### src/rtl/ex_bus_responder_pkg.sv
// ex_bus_responder_pkg: shared widths, ex_bus field offsets, posted-write entry type, bank-group decode helper
package ex_bus_responder_pkg;
    localparam int A_W        = 10;
    localparam int D_W        = 32;
    localparam int NUM_BG     = 4;
    localparam int FIFO_DEPTH = 4;
    localparam int WA_W       = A_W - 2;
    localparam int BUS_W      = 2 + A_W + D_W;
    localparam int WEN_BIT    = BUS_W - 1;
    localparam int REN_BIT    = BUS_W - 2;
    localparam int ADDR_LSB   = D_W;
    localparam int DATA_LSB   = 0;
    localparam int PTR_W      = $clog2(FIFO_DEPTH);
    localparam int LVL_W      = PTR_W + 1;

    typedef logic [1:0] bg_t;

    typedef struct packed {
        bg_t             bg;
        logic [WA_W-1:0] addr;
        logic [D_W-1:0]  data;
    } wr_entry_t;

    function automatic logic [NUM_BG-1:0] bg_onehot(input bg_t bg);
        return NUM_BG'(1) << bg;
    endfunction
endpackage

### src/rtl/ex_bus_responder_wr_fifo.sv
// ex_bus_responder_wr_fifo: ordered posted-write FIFO with combinational {bg,addr} match
//   push/pop/din -> enqueue/dequeue, dout = head entry
//   full/empty/level -> occupancy (pointers carry a wrap bit)
//   match_bg/match_addr -> match: any valid entry targets that location
module ex_bus_responder_wr_fifo
    import ex_bus_responder_pkg::*;
(
    input  logic             clk,
    input  logic             rst,
    input  logic             push,
    input  logic             pop,
    input  wr_entry_t        din,
    input  bg_t              match_bg,
    input  logic [WA_W-1:0]  match_addr,
    output wr_entry_t        dout,
    output logic             full,
    output logic             empty,
    output logic             match,
    output logic [LVL_W-1:0] level
);
    wr_entry_t        mem [FIFO_DEPTH];
    logic [LVL_W-1:0] wp, rp;

    assign level = wp - rp;
    assign full  = level == LVL_W'(FIFO_DEPTH);
    assign empty = level == '0;
    assign dout  = mem[rp[PTR_W-1:0]];

    // Slot i is live when its distance from the read pointer is below the level.
    always_comb begin
        match = 1'b0;
        for (int i = 0; i < FIFO_DEPTH; i++)
            match = match | (({1'b0, PTR_W'(i) - rp[PTR_W-1:0]} < level) &&
                             mem[i].bg == match_bg && mem[i].addr == match_addr);
    end

    always_ff @(posedge clk or negedge rst) begin
        if (!rst) begin
            wp <= '0;
            rp <= '0;
        end else begin
            wp <= wp + LVL_W'(push);
            rp <= rp + LVL_W'(pop);
        end
    end

    always_ff @(posedge clk)
        if (push) mem[wp[PTR_W-1:0]] <= din;
endmodule

### src/rtl/ex_bus_responder.sv
// ex_bus_responder: SPM-side terminator of ex_bus, routing host writes/reads to four bank groups
//   ex_bus {wen,ren,addr,data} in; bg_en/bg_sel give per-BG external ownership
//   bg_wen/bg_waddr/bg_wdata: registered bank writes (direct or drained from FIFO)
//   bg_ren/bg_raddr out, bg_rdata in: bank reads; ex_rdata/ex_rvalid/ex_rerr: response at T+2
//   fifo_level: pending posted writes; err_drop/err_conf: sticky error flags
module ex_bus_responder
    import ex_bus_responder_pkg::*;
(
    input  logic                  clk,
    input  logic                  rst,
    input  logic [BUS_W-1:0]      ex_bus,
    input  logic [NUM_BG-1:0]     bg_en,
    input  logic [NUM_BG-1:0]     bg_sel,
    output logic [NUM_BG-1:0]     bg_wen,
    output logic [WA_W-1:0]       bg_waddr,
    output logic [D_W-1:0]        bg_wdata,
    output logic [NUM_BG-1:0]     bg_ren,
    output logic [WA_W-1:0]       bg_raddr,
    input  logic [NUM_BG*D_W-1:0] bg_rdata,
    output logic [D_W-1:0]        ex_rdata,
    output logic                  ex_rvalid,
    output logic                  ex_rerr,
    output logic [LVL_W-1:0]      fifo_level,
    output logic                  err_drop,
    output logic                  err_conf
);
    logic        wen, ren, rd, rd_ok, hit;
    logic        full, empty, push, pop, direct, drop, issue;
    logic        s1_valid, s1_err;
    bg_t         s1_bg, r_bg;
    logic [NUM_BG-1:0] avail;
    wr_entry_t   req, head, wr;

    assign wen   = ex_bus[WEN_BIT];
    assign ren   = ex_bus[REN_BIT];
    assign req   = '{bg: ex_bus[ADDR_LSB+A_W-1 -: 2], addr: ex_bus[ADDR_LSB +: WA_W],
                     data: ex_bus[DATA_LSB +: D_W]};
    assign avail = bg_en & ~bg_sel;

    // A direct write needs an empty FIFO, so it can never overtake a drain.
    assign pop    = !empty && avail[head.bg];
    assign direct = wen && empty && avail[req.bg];
    assign push   = wen && !direct && (!full || pop);
    assign drop   = wen && !direct && full && !pop;
    assign issue  = pop || direct;
    assign wr     = pop ? head : req;

    // Reads to a location with a pending posted write are rejected rather than returning stale data.
    assign rd    = ren && !wen;
    assign rd_ok = rd && avail[req.bg] && !hit;

    ex_bus_responder_wr_fifo u_fifo (
        .clk       (clk),
        .rst       (rst),
        .push      (push),
        .pop       (pop),
        .din       (req),
        .match_bg  (req.bg),
        .match_addr(req.addr),
        .dout      (head),
        .full      (full),
        .empty     (empty),
        .match     (hit),
        .level     (fifo_level)
    );

    always_ff @(posedge clk or negedge rst) begin
        if (!rst) begin
            bg_wen   <= '0;
            bg_waddr <= '0;
            bg_wdata <= '0;
        end else begin
            bg_wen <= issue ? bg_onehot(wr.bg) : '0;
            if (issue) begin
                bg_waddr <= wr.addr;
                bg_wdata <= wr.data;
            end
        end
    end

    // Stage 1 issues the bank read; stage 2 aligns with bank data one cycle later.
    always_ff @(posedge clk or negedge rst) begin
        if (!rst) begin
            bg_ren    <= '0;
            bg_raddr  <= '0;
            s1_valid  <= 1'b0;
            s1_err    <= 1'b0;
            s1_bg     <= '0;
            ex_rvalid <= 1'b0;
            ex_rerr   <= 1'b0;
            r_bg      <= '0;
        end else begin
            bg_ren   <= rd_ok ? bg_onehot(req.bg) : '0;
            s1_valid <= rd;
            s1_err   <= rd && !rd_ok;
            if (rd) begin
                bg_raddr <= req.addr;
                s1_bg    <= req.bg;
            end
            ex_rvalid <= s1_valid;
            ex_rerr   <= s1_valid && s1_err;
            r_bg      <= s1_bg;
        end
    end

    assign ex_rdata = (ex_rvalid && !ex_rerr) ? bg_rdata[32'(r_bg)*D_W +: D_W] : '0;

    always_ff @(posedge clk or negedge rst) begin
        if (!rst) begin
            err_drop <= 1'b0;
            err_conf <= 1'b0;
        end else begin
            err_drop <= err_drop | drop;
            err_conf <= err_conf | (wen && ren);
        end
    end
endmodule

### config.mk
export PLATFORM = sky130hd
export DESIGN_NAME = ex_bus_responder
export DESIGN_NICKNAME = d
export VERILOG_FILES = /design/src/rtl/ex_bus_responder_pkg.sv /design/src/rtl/ex_bus_responder_wr_fifo.sv /design/src/rtl/ex_bus_responder.sv
export SDC_FILE = /design/constraint.sdc
export NUM_CORES = 1
export LEC_CHECK = 0
export CAP_MARGIN = 20
export CORE_MARGIN = 2
export CORE_UTILIZATION = 55
export CTS_CLUSTER_SIZE = 10
export DETAILED_ROUTE_END_ITERATION = 7
export DONT_BUFFER_PORTS = 1
export HOLD_SLACK_MARGIN = 0.02
export MAX_ROUTING_LAYER = met4
export PLACE_DENSITY = 0.66
export SETUP_SLACK_MARGIN = 0.5
export SLEW_MARGIN = 10
export SYNTH_ARGS = -nofsm -noshare
export SYNTH_HDL_FRONTEND = slang
export SYNTH_SLANG_ARGS = --single-unit
### constraint.sdc
create_clock -name clk -period 8.2 [get_ports clk]
set_input_delay 2.46 -clock clk [delete_from_list [all_inputs] [get_ports clk]]
set_output_delay 2.46 -clock clk [all_outputs]
set_load 0.02 [all_outputs]
# --- Yosys cells after proc, flatten, opt, wreduce, memory -nomap -nowiden ---
# Memory sizes are Yosys's and may differ from the RTL's.
# Index checks and enable logic that the tools add are counted.
# Widths: inputs -> output; s select.
word_totals:
  reg_bits: 72
  latchBits: 0
  mem_bits_rw: 168
  romBits: 0
  input_bits: 182
  output_inout_bits: 95
  wordCells: 91
  n_memories: 1
classes:
  add_sub_neg: 7
  n_mul: 0
  n_div: 0
  n_lt_le_gt_ge: 6
  n_eq_ne: 9
  n_shift: 3
  n_mux: 10
  bitwise_logic: 7
  reduce_logical: 33
memory_table:
  columns: ["name", "depth", "width", "read_ports", "rd_ports_with_merged_regs", "wr", "line_no", "text"]
  rows:
  - ["u_fifo.mem", 4, 42, 5, 0, 1, "ex_bus_responder_wr_fifo.sv:21", "wr_entry_t mem [FIFO_DEPTH];"]
ops:
  columns: ["cell", "n"]
  rows:
  - ["$shiftx 128x8->32", 1]
  - ["$mux 42", 1]
  - ["$eq 8x8->1", 4]
  - ["$mux 32", 1]
  - ["$logic_and 1x1->1", 22]
  - ["$lt 2x3->1", 4]
  - ["$eq 2x2->1", 4]
  - ["$logic_not 1->1", 8]
  - ["$mux 4", 2]
  - ["$shl 1x2->4 const A", 2]
  - ["$add 3x1->3", 2]
  - ["$lt 2x3->1 const B", 2]
  - ["$or 1x1->1", 5]
  - ["$and 4x4->4", 1]
  - ["$bmux 1 s2", 2]
  - ["$mux 1", 4]
  - ["$not 4->4", 1]
  - ["$sub 1x2->2 const A", 2]
  - ["$sub 2x2->2 const A", 2]
  - ["$eq 3x3->1 const B", 1]
  - ["$logic_not 3->1", 1]
  - ["$sub 3x3->3", 1]
  - ["$logic_or 1x1->1", 2]

# --- Longest topological paths before layout ---
# Gate-level depths: netlist (run 1).
logic_depth:
  ltp_word: 11
  ltp_mapped: 12
  mapped_depth_nobuf: 12

# --- Modules after synthesis ---
# A second synthesis (run 1) with hierarchy kept.
hier_totals:
  cells_unflattened: 612
  hier_area_um2: 11071.9
by_module_without_submodules:
  columns: ["module", "n_inst", "cells_per_inst", "area_per_inst_um2", "seq_area_each_um2"]
  rows:
  - ["ex_bus_responder_wr_fifo", 1, 322, 7038.0, 5195.0]
  - ["ex_bus_responder", 1, 290, 4033.9, 1651.6]

# --- Least setup slack after synthesis (run 1) ---
# No wires, ideal clock.
synth_path:
  path_type: "input-to-reg"
  startpoint: "in ex_bus[41]"
  endpoint: "mem u_fifo.mem[0][0] in the netlist's numbering (enable)"
  setup_time_ns: 0.561
  t_arrival_ns: 7.774
  required_time_ns: 7.639
  path_slack_ns: -0.135
  cell_stages: 6
  n_path_buf: 1
  cell_sequence: "buf_2 inv_1 mux4_2 nand2b_1 a21boi_0 nor4b_1"
synth_via:
  elab_chain_len: 8
synth_lines:
  columns: ["element", "line_no", "text"]
  rows:
  - ["start: declaration", "ex_bus_responder.sv:11", "input logic [BUS_W-1:0] ex_bus,"]
  - ["$bmux 1 s2", "ex_bus_responder.sv:42", "assign direct = wen && empty && avail[req.bg];"]
  - ["$mux 1 (implied by the code)", "ex_bus_responder.sv:42", null]
  - ["$logic_and 1x1->1", "ex_bus_responder.sv:42", null]
  - ["$logic_not 1->1", "ex_bus_responder.sv:43", "assign push = wen && !direct && (!full || pop);"]
  - ["$logic_and 1x1->1 (2 in a row)", "ex_bus_responder.sv:43", null]
  - ["$mux 1", "ex_bus_responder_wr_fifo.sv:48", "if (push) mem[wp[PTR_W-1:0]] <= din;"]
  - ["$mux 1 (implied by the code)", "ex_bus_responder_wr_fifo.sv:48", null]
  - ["end: declaration", "ex_bus_responder_wr_fifo.sv:21", null]
# No other way between the ends. The select of a mux whose other input is x is not followed.

# --- Final worst setup path (run 1) ---
layout_path:
  startpoint: "in bg_rdata[54]"
  endpoint: "out ex_rdata[22]"
layout_via:
  elab_chain_len: 2
layout_lines:
  columns: ["element", "line_no", "text"]
  rows:
  - ["start: declaration", "ex_bus_responder.sv:19", "input logic [NUM_BG*D_W-1:0] bg_rdata,"]
  - ["$shiftx 128x8->32", "ex_bus_responder.sv:106", "assign ex_rdata = (ex_rvalid && !ex_rerr) ? bg_rdata[32'(r_bg)*D_W +: D_W] : '0;"]
  - ["$mux 32", "ex_bus_responder.sv:106", null]
  - ["end: declaration", "ex_bus_responder.sv:20", "output logic [D_W-1:0] ex_rdata,"]
# No other way between the ends.

==> results of run 1 <==
[sequential cells by signal, indices dropped and copies added (netlist names)]
register / cells
u_fifo.mem: 168
bg_wdata: 32
bg_raddr: 8
bg_waddr: 8
bg_ren: 4
bg_wen: 4
u_fifo.rp: 3
u_fifo.wp: 3
r_bg: 2
s1_bg: 2
err_conf: 1
err_drop: 1
ex_rerr: 1
ex_rvalid: 1
s1_err: 1
s1_valid: 1
[final cells by class]
| class | count | area [sq um] | area share, % |
|---|---|---|---|
| timing repair buffer | 10 | 123 | 1.03 |
| inverter | 13 | 53.8 | 0.454 |
| antenna | 8 | 20.0 | 0.169 |
| tap | 265 | 332 | 2.80 |
| clock buffer | 50 | 805 | 6.78 |
| multi-input combinational | 332 | 3660 | 30.9 |
| clock inverter | 2 | 13.8 | 0.116 |
| sequential | 240 | 6850 | 57.8 |
[per-layer routing]
| layer | GRT usage (%) | wire length (um) |
|---|---|---|
| met5 | - | 0 |
| met1 | 30.2 | 9640 |
| met4 | 11.1 | 756 |
| met3 | 7.30 | 2180 |
| met2 | 44.8 | 14500 |
[worst min-delay path by stage]
| stage | end | slack (ps) | start |
|---|---|---|---|
| 4_1_cts | ex_rvalid | 370 | s1_valid |
| 6_report | ex_rvalid | 370 | s1_valid |
| 3_3_place_gp | ex_rvalid | 360 | s1_valid |
| 3_5_place_dp | ex_rvalid | 360 | s1_valid |
| 2_1_floorplan | ex_rvalid | 350 | s1_valid |
| 5_1_grt | ex_rvalid | 380 | s1_valid |
[cell usage after synthesis (2+ instances only)]
| master | n |
|---|---|
| buf_1 | 4 |
| nand2b_1 | 7 |
| mux4_2 | 76 |
| a21o_1 | 41 |
| edfxtp_1 | 168 |
| nor2_1 | 6 |
| ha_1 | 11 |
| nor4_1 | 13 |
| o31ai_1 | 2 |
| and2_1 | 2 |
| buf_6 | 8 |
| nand4_1 | 3 |
| or4_1 | 2 |
| nand3_1 | 2 |
| o21ai_0 | 5 |
| nand2_1 | 28 |
| xor2_1 | 42 |
| dfrtp_1 | 72 |
| inv_1 | 11 |
| a22o_1 | 40 |
| clkbuf_1 | 30 |
| nor2b_1 | 36 |
[cell families (layout without fill, tap and decap cells)]
logic type               after synthesis  in the layout
AO/OA/AOI/OAI                         96             96
XOR/XNOR                              44             44
adder cells (fa/ha/maj)               12             12
buffers and inverters                 57             75
flip-flops                           240            240
multiplexers                          76             76
other                                  0              8
AND/OR/NAND/NOR                      104            104
[power groups by stage]
stage / clock network, mW / registers [mW] / logic (mW)
finish: 1.10 / 1.99 / 1.48
global route: 1.18 / 2.02 / 1.62
CTS: 1.13 / 2.00 / 1.50
detailed placement: 0 / 2.02 / 1.49
global placement: 0 / 2.00 / 1.44
floorplan: 0 / 1.96 / 1.20
[per-stage QoR]
stage | power (mW) | hold WS [ps] | util [%] | cells | instance area (sq um)
finish | 4.57 | 373 | 61.3 | 920 | 11900
floorplan | 3.16 | 347 | - | 629 | 10800
CTS | 4.62 | 369 | 61.0 | 910 | 11800
global placement | 3.44 | 360 | 56.6 | 857 | 11000
global route | 4.82 | 380 | 61.3 | 920 | 11900
detailed placement | 3.50 | 357 | 56.8 | 858 | 11000
==> reports/metrics.csv, run 1 <==
stage,metric,value,unit
pwr,pwr dens,385,mW/mm^2
synth,Post-Syn Instances,629,
setup_path,Crit path max-delay family,simple AND/OR/NAND/NOR gates,
synth,Synth Register Bits,240,
cts,Clock transition at path regs,50,ps
floorplanning,Die Y,144,um
drt,DRC,0,
finish,Filler Cells Inserted,1436,
synth,synth top area cells,"edfxtp_1 (47%), dfrtp_1 (17%), mux4_2 (16%), xor2_1 (3.4%), a22o_1 (3.3%)",
drt,ANT nets after route,0,
status,outcome,"complete, no violations",
synth,Yosys top cell by area,edfxtp_1,
drt,DRT Pass-1 Iters,4,
setup_path,Worst Path Buf+Inv,0,
cts,hold-fix buffer count after cts,0,
synth,average cell area after synthesis,17.1,sq um
setup_path,CP max stage delay,590,ps
place,GPL Wtd Cong,0.896,
finish,Layout Nets,819,
setup_path,Worst R2R Setup Slack,4110,ps
setup_path,critical path's slowest cell,nor2b_1,
setup_path,Crit path depth,2,
setup_path,"Max FO, Critical Path",1,
grt,overall routing resource usage,26.6,%
timing,# setup viols final,0,
synth,largest family of logic cells by synthesized area,multiplexers,
min_path,worst hold path class,reg2reg,
grt,vias in the first global route,6216,
pwr,sw frac,34.3,%
pwr,sw power,1.57,mW
timing,Final Hold Fails,0,
cts,postcts setup bufs,0,
setup_path,RR Endpoint,u_fifo.mem[2][28],
setup_path,Worst Setup EP,ex_rdata[22],
cts,Root Driver,clkbuf_16,
synth,Yosys Warn Count,0,
grt,first-pass GRT wire length,38800,um
timing,fin crit period,5720,ps
pwr,Max IR drop VDD,224,uV
pwr,Seq pwr share,43.5,%
cts,TritonCTS clock tree,built,
finish,"commonest non-fill, non-tap cells in the layout","edfxtp_1 (168), mux4_2 (76), dfrtp_1 (69)",
timing,Worst Max-Slew Pin Slew,1080,ps
cts,"Clk Latency, worst-skew pair",520,ps
pwr,Power Internal,3.00,mW
grt,global route overflow,0,
finish,"commonest non-fill, non-tap cell in the layout",edfxtp_1,
synth,Netlist cell types,42,
setup_path,kind of critical path,in2out,
floorplanning,Die W,144,um
setup_path,R2R depth,7,
synth,Post-Synth Adder-Cell Area,1.47,%
timing,fmax,175,MHz
min_path,Hold Path Stages,0,
synth,Synth Flop Type,edfxtp_1,
synth,"Cell Area, Synth",0.0107,sq mm
cts,maximum buffer depth of the clock tree,3,
drt,WL final,27100,um
place,DP HPWL,17800,um
drt,vias after detailed routing,5814,
floorplanning,Core ar.,0.0193,sq mm
cts,Num CTS Buffers,28,
setup_path,Critical Path Source,bg_rdata[54],
timing,Setup TNS Final,0,ps
synth,syn_nets,823,
synth,"FFs w/ async S/R, synth",30.0,%
synth,sequential area share after synthesis,63.7,%
floorplanning,Initial Utilization,55.6,%
setup_path,Crit path required time,5740,ps
drt,DRT iter0 DRCs,448,
place,post-placement setup slack,2450,ps
cts,H-tree lvl count,1,
grt,initial antenna violation count,9,
setup_path,CP Data Arrival Time,3260,ps
setup_path,critical path launch point type,input pin,
synth,"EDFF count, synth",168,
place,I/O Buffers,0,
floorplanning,num rows,51,
finish,share of layout cells above drive strength 1,19.9,%
drt,vias per cell,6.32,
synth,XOR/XNOR Fraction of Synth Area,3.73,%
timing,Final Slew Violations,0,
job,Max-Cap Viols,0,
cts,clock sink total,240,
pwr,clock network power share,24.1,%
timing,setup slack after layout,2480,ps
grt,pin count of the biggest net entering global routing,73,
pwr,Comb pwr share,32.4,%
setup_path,crit end category,primary output,
timing,skew final,13.4,ps
finish,Syn-to-layout area delta,10.4,%
timing,Slew HR,27.5,%
setup_path,Worst R2R Start,u_fifo.rp[0],
drt,post-DR wirelength/cell,29.5,um
synth,Synth top area share,46.9,%
cts,CTS resizes,0,
setup_path,cell breakdown of the critical path,mux4_2 > nor2b_1,
pwr,Pleak,4.45,nW
timing,RSZ-0062 raised after global routing,false,
timing,Tcrit/Tclk final,69.8,%
floorplanning,Top-Level Pins,277,
floorplanning,die area,0.0207,sq mm
synth,mux share of post-synthesis cell area,15.9,%
synth,area fraction in compound gates after synthesis,7.17,%
synth,Simple-Gate Fraction of Synth Area,5.37,%
(Power assumes the default switching activity.)
==> run 2, diff against run 1 <==
--- a/config.mk
+++ b/config.mk
@@ -13,7 +13,7 @@
 export DONT_BUFFER_PORTS = 1
 export HOLD_SLACK_MARGIN = 0.02
 export MAX_ROUTING_LAYER = met4
-export PLACE_DENSITY = 0.66
+export PLACE_DENSITY = 0.69
 export SETUP_SLACK_MARGIN = 0.5
 export SLEW_MARGIN = 10
 export SYNTH_ARGS = -nofsm -noshare
==> constraint.sdc (replaced) <==
create_clock -name clk -period 4.8 [get_ports clk]
set_input_delay 1.44 -clock clk [delete_from_list [all_inputs] [get_ports clk]]
set_output_delay 1.44 -clock clk [all_outputs]
set_load 0.02 [all_outputs]
==> run 2 against run 1 <==
  * Final area decreased by 0.13%
  * Worst hold slack lost 2.5 ps
  * Global-route usage fell by 1.0 points
  * Clock skew is 4.4 ps higher
==> reports/metrics.csv, run 2 (same netlist as run 1, synthesis figures left out) <==
stage,metric,value,unit,change
status,outcome,"complete, no violations",,
setup_path,Worst R2R Setup Slack,1220,ps,-2890 ps
setup_path,R2R depth,9,,+2
timing,skew final,17.7,ps,+4.37 ps
cts,Clock transition at path regs,60,ps,about the same
timing,Setup TNS Final,0,ps,unchanged
min_path,Hold Path End,ex_rvalid,,
grt,pin count of the biggest net entering global routing,73,,unchanged
timing,Tcrit/Tclk final,83.3,%,
setup_path,kind of critical path,reg2out,,
drt,DRC,0,,unchanged
grt,met2 Resource Use GR,44.6,%,-0.18 points
cts,Root Driver,clkbuf_16,,
timing,Final Slew Violations,0,,unchanged
floorplanning,Die W,144,um,unchanged
floorplanning,Core ar.,0.0193,sq mm,unchanged
drt,DRT iter0 DRCs,442,,-1.3%
floorplanning,num rows,51,,unchanged
grt,vias in the first global route,6101,,-1.9%
cts,"Clk Latency, worst-skew pair",520,ps,about the same
drt,vias per cell,6.37,,+0.86%
finish,register area,0.00685,sq mm,unchanged
timing,Min Hold Slack,371,ps,-2.48 ps
finish,fin cells,917,,-0.33%
finish,"commonest non-fill, non-tap cells in the layout","edfxtp_1 (168), mux4_2 (76), dfrtp_1 (69)",,
cts,hold-fix buffer count after cts,0,,unchanged
finish,multi-input combinational cell area,0.00368,sq mm,+0.44%
setup_path,CP Data Arrival Time,2560,ps,-700 ps
drt,ANT nets after route,0,,unchanged
finish,share of layout cells above drive strength 1,20.1,%,+0.12 points
setup_path,crit end category,primary output,,
timing,fmax,250,MHz,
finish,fin area,0.0118,sq mm,-0.13%
timing,# setup viols final,0,,unchanged
min_path,Hold Path Stages,0,,unchanged
place,placed insts,859,,+0.12%
floorplanning,die area,0.0207,sq mm,unchanged
timing,Worst Max-Slew Pin Slew,1020,ps,-58.0 ps
min_path,worst hold path class,reg2reg,,
cts,CTS resizes,0,,unchanged
grt,first-pass GRT wire length,37300,um,-3.9%
grt,met1 track demand over resource,30.1,%,-0.13 points
grt,met3 GRT Util,5.46,%,-1.8 points
timing,Final Hold Fails,0,,unchanged
place,GPL Wtd Cong,0.911,,+1.7%
cts,Num CTS Buffers,28,,unchanged
cts,maximum buffer depth of the clock tree,3,,unchanged
grt,overall routing resource usage,25.6,%,-1.0 points
place,I/O Buffers,0,,unchanged
drt,DRT Pass-1 Iters,5,,+1
finish,Filler Cells Inserted,1375,,-4.2%
pwr,Max IR drop VDD,472,uV,+110%
drt,vias after detailed routing,5845,,+0.53%
place,Placed Area,0.0110,sq mm,about the same
timing,Slew HR,32.0,%,+4.5 points
setup_path,"Max FO, Critical Path",32,,+31
place,DP HPWL,17600,um,-1.1%
grt,initial antenna violation count,5,,-4
cts,postcts setup bufs,0,,unchanged
min_path,worst hold start,s1_valid,,
timing,fin crit period,4000,ps,
cts,clock sink total,240,,unchanged
grt,GRT Max-Usage Layer,met2,,
floorplanning,Die Y,144,um,unchanged
finish,"commonest non-fill, non-tap cell in the layout",edfxtp_1,,
cts,H-tree lvl count,1,,unchanged
pwr,pwr dens,660,mW/mm^2,+71%
finish,Largest register FFs,168,,unchanged
finish,final core utilization,61.3,%,-0.078 points
setup_path,Worst R2R Start,u_fifo.rp[0],,
setup_path,Crit path required time,3360,ps,-2380 ps
drt,post-DR wirelength/cell,29.0,um,-1.5%
pwr,Pleak,4.44,nW,-0.16%
finish,Syn-to-layout area delta,10.2,%,
job,Max-Cap Viols,0,,unchanged
setup_path,critical path launch point type,register,,
floorplanning,Top-Level Pins,277,,unchanged
grt,global route overflow,0,,unchanged
drt,WL final,26600,um,-1.8%
floorplanning,Initial Utilization,55.6,%,unchanged
timing,RSZ-0062 raised after global routing,false,,
cts,TritonCTS clock tree,built,,
setup_path,RR Endpoint,u_fifo.mem[2][1],,
finish,Layout Nets,820,,+0.12%
## run 2: per-stage QoR
step / power [mW] / worst slack (ps)
CTS: 7.88 / 742
finish: 7.82 / 801
detailed placement: 5.97 / 1110
floorplan: 5.42 / 509
global placement: 5.89 / 1110
global route: 8.20 / 649
## run 2: where the power goes
part           switching (mW)  leakage [nW]  internal (mW)  total (mW)
Combinational            1.33          1.62           1.14        2.47
Clock                   0.755         0.388           1.12        1.88
Sequential              0.597          2.43           2.87        3.46
Total                    2.68          4.44           5.13        7.82
## run 2: how the worst max path moves through the flow
| stage | start | end | slack [ps] | cells after the start |
|---|---|---|---|---|
| 2_1_floorplan | ex_bus[41] | u_fifo.mem[2][0] | 510 | 6 |
| 3_3_place_gp | bg_rdata[52] | ex_rdata[20] | 1110 | 2 |
| 3_5_place_dp | bg_rdata[52] | ex_rdata[20] | 1110 | 2 |
| 4_1_cts | ex_rerr | ex_rdata[20] | 740 | 2 |
| 5_1_grt | u_fifo.rp[0] | fifo_level[2] | 650 | 5 |
| 6_report | r_bg[0] | ex_rdata[20] | 800 | 2 |
## run 2: cell type report
| cell class | instances | share of cell area [%] |
|---|---|---|
| multi-input combinational | 332 | 31.1 |
| antenna | 4 | 0.0845 |
| tap | 265 | 2.80 |
| sequential | 240 | 57.8 |
| clock inverter | 1 | 0.0739 |
| inverter | 13 | 0.454 |
| timing repair buffer | 11 | 0.866 |
| clock buffer | 51 | 6.82 |
## run 2: worst max-delay path, stage by stage (launching register included)
cell,delay (ps)
dfrtp_2,1030
mux4_2,360
nor2b_1,640
## run 2: metal layers
metal | up-vias | part of all wire [%]
met4 | 0 | 2.5
met5 | - | 0
met2 | 308 | 53
met1 | 3031 | 36
met3 | 40 | 8.6
li1 | 2466 | -
==> run 3, diff against run 2 <==
--- a/config.mk
+++ b/config.mk
@@ -13,7 +13,7 @@
 export DONT_BUFFER_PORTS = 1
 export HOLD_SLACK_MARGIN = 0.02
 export MAX_ROUTING_LAYER = met4
-export PLACE_DENSITY = 0.69
+export PLACE_DENSITY = 0.66
 export SETUP_SLACK_MARGIN = 0.5
 export SLEW_MARGIN = 10
 export SYNTH_ARGS = -nofsm -noshare
==> constraint.sdc (replaced) <==
create_clock -name clk -period 4.1 [get_ports clk]
set_input_delay 1.23 -clock clk [delete_from_list [all_inputs] [get_ports clk]]
set_output_delay 1.23 -clock clk [all_outputs]
set_load 0.02 [all_outputs]
==> run 3 against run 2 <==
  * Clock skew fell by 6.6 ps
  * Critical path depth up 3
  * Final area rose by 1.4%
  * Die area unchanged
  * Largest cell class unchanged
  * Global-route usage is 0.24 points lower
  * Flip-flop and latch count unchanged
==> reports/metrics.csv, run 3 (same netlist as run 1, synthesis figures left out) <==
stage,metric,value,unit,change
min_path,worst hold start,s1_valid,,
setup_path,"Max FO, Critical Path",9,,-72%
cts,maximum buffer depth of the clock tree,3,,unchanged
setup_path,Crit path required time,2870,ps,-490 ps
timing,Final Hold Fails,0,,unchanged
floorplanning,Top-Level Pins,277,,unchanged
finish,fin cells,926,,+0.98%
setup_path,Worst R2R Start,u_fifo.wp[0],,
timing,Worst Max-Slew Pin Slew,1060,ps,+40.5 ps
finish,share of layout cells above drive strength 1,22.4,%,+2.3 points
cts,hold-fix buffer count after cts,0,,unchanged
setup_path,Critical Path Source,u_fifo.rp[0],,
floorplanning,num rows,51,,unchanged
drt,DRT iter0 DRCs,426,,-3.6%
grt,initial antenna violation count,4,,-1
setup_path,Worst Setup EP,fifo_level[2],,
setup_path,RR Endpoint,bg_wdata[31],,
finish,Syn-to-layout area delta,11.8,%,
timing,Final Slew Violations,0,,unchanged
floorplanning,die area,0.0207,sq mm,unchanged
cts,clock sink total,240,,unchanged
drt,post-DR wirelength/cell,28.3,um,-2.6%
status,outcome,"complete, no violations",,
timing,Tcrit/Tclk final,86.3,%,
timing,fin crit period,3540,ps,
min_path,worst hold path class,reg2reg,,
place,DP HPWL,17500,um,-0.26%
setup_path,CP Data Arrival Time,2310,ps,-250 ps
drt,WL final,26200,um,-1.7%
drt,DRC,0,,unchanged
timing,RSZ-0062 raised after global routing,true,,
floorplanning,Die W,144,um,unchanged
grt,first-pass GRT wire length,36900,um,-0.93%
cts,TritonCTS clock tree,built,,
timing,skew final,11.2,ps,-6.58 ps
pwr,Pleak,4.53,nW,+1.9%
cts,Clock transition at path regs,60,ps,about the same
cts,H-tree lvl count,1,,unchanged
cts,Root Driver,clkbuf_16,,
place,I/O Buffers,0,,unchanged
timing,Slew HR,29.2,%,-2.9 points
place,placed insts,864,,+0.58%
grt,overall routing resource usage,25.4,%,-0.24 points
place,GPL Wtd Cong,0.842,,-7.6%
timing,# setup viols final,0,,unchanged
setup_path,critical path launch point type,register,,
timing,Min Hold Slack,374,ps,+2.99 ps
setup_path,crit end category,primary output,,
floorplanning,Initial Utilization,55.6,%,unchanged
grt,global route overflow,0,,unchanged
finish,"commonest non-fill, non-tap cells in the layout","edfxtp_1 (168), mux4_2 (76), dfrtp_1 (69)",,
timing,Setup TNS Final,0,ps,unchanged
floorplanning,Die Y,144,um,unchanged
grt,vias in the first global route,6029,,-1.2%
pwr,Max IR drop VDD,436,uV,-7.7%
floorplanning,Core ar.,0.0193,sq mm,unchanged
cts,Num CTS Buffers,28,,unchanged
drt,vias per cell,6.36,,-0.28%
drt,vias after detailed routing,5886,,+0.70%
finish,final core utilization,62.1,%,+0.87 points
setup_path,kind of critical path,reg2out,,
setup_path,R2R depth,9,,unchanged
drt,DRT Pass-1 Iters,4,,-1
drt,ANT nets after route,0,,unchanged
finish,"commonest non-fill, non-tap cell in the layout",edfxtp_1,,
timing,fmax,283,MHz,
setup_path,Worst R2R Setup Slack,840,ps,-380 ps
job,Max-Cap Viols,0,,unchanged
cts,"Clk Latency, worst-skew pair",530,ps,about the same
grt,pin count of the biggest net entering global routing,73,,unchanged
finish,Layout Nets,828,,+0.98%
pwr,pwr dens,779,mW/mm^2,+18%
finish,Largest register FFs,168,,unchanged
[run 3: what timing repair did]
item,CTS,global route
buffers inserted,0,5
pin swaps,0,0
gates resized for setup,2,2
setup endpoints to repair,17,11
[run 3: final cells by class]
type                    count  area, sq um
diodes                      5         12.5
flip-flops and latches    240         6860
repair buffers             19          184
clock buffers              52          843
inverters                  13         57.6
multi-input cells         332         3730
well taps                 265          332
fillers                  1408         7320
[run 3: worst min path at each step]
stage	end	cells past startpoint
2_1_floorplan	ex_rvalid	0
3_3_place_gp	ex_rvalid	0
3_5_place_dp	ex_rvalid	0
4_1_cts	u_fifo.wp[2]	0
5_1_grt	bg_wdata[6]	0
6_report	ex_rvalid	0
[run 3: worst max-delay path: stages (launching register included)]
cell and delay [ps]:
dfrtp_2 520, ha_1 220, inv_1 70, fa_1 390
xor3_2 340, clkinvlp_4 240
[run 3: stage by stage]
stage / area (sq um) / setup WS, ps / total power, mW
floorplan: 10900 / 105 / 6.39
global placement: 11100 / 801 / 6.99
detailed placement: 11100 / 753 / 7.07
CTS: 12000 / 472 / 9.36
global route: 12000 / 465 / 9.84
finish: 12000 / 563 / 9.36
[run 3: power by group]
| part | total [mW] | leakage (nW) | internal (mW) | switching [mW] |
|---|---|---|---|---|
| sequential | 3.99 | 2.43 | 3.36 | 0.633 |
| clock | 2.26 | 0.402 | 1.37 | 0.896 |
| combinational | 3.11 | 1.69 | 1.44 | 1.67 |
[run 3: per-layer routing]
metal  vias to the layer above  routed length, um  GRT usage, %
li1                       2481                  -             -
met1                      3083               9930          31.5
met2                       271              13100          41.0
met3                        51               2200          5.83
met4                         0                990          9.80
met5                         -                  0             -
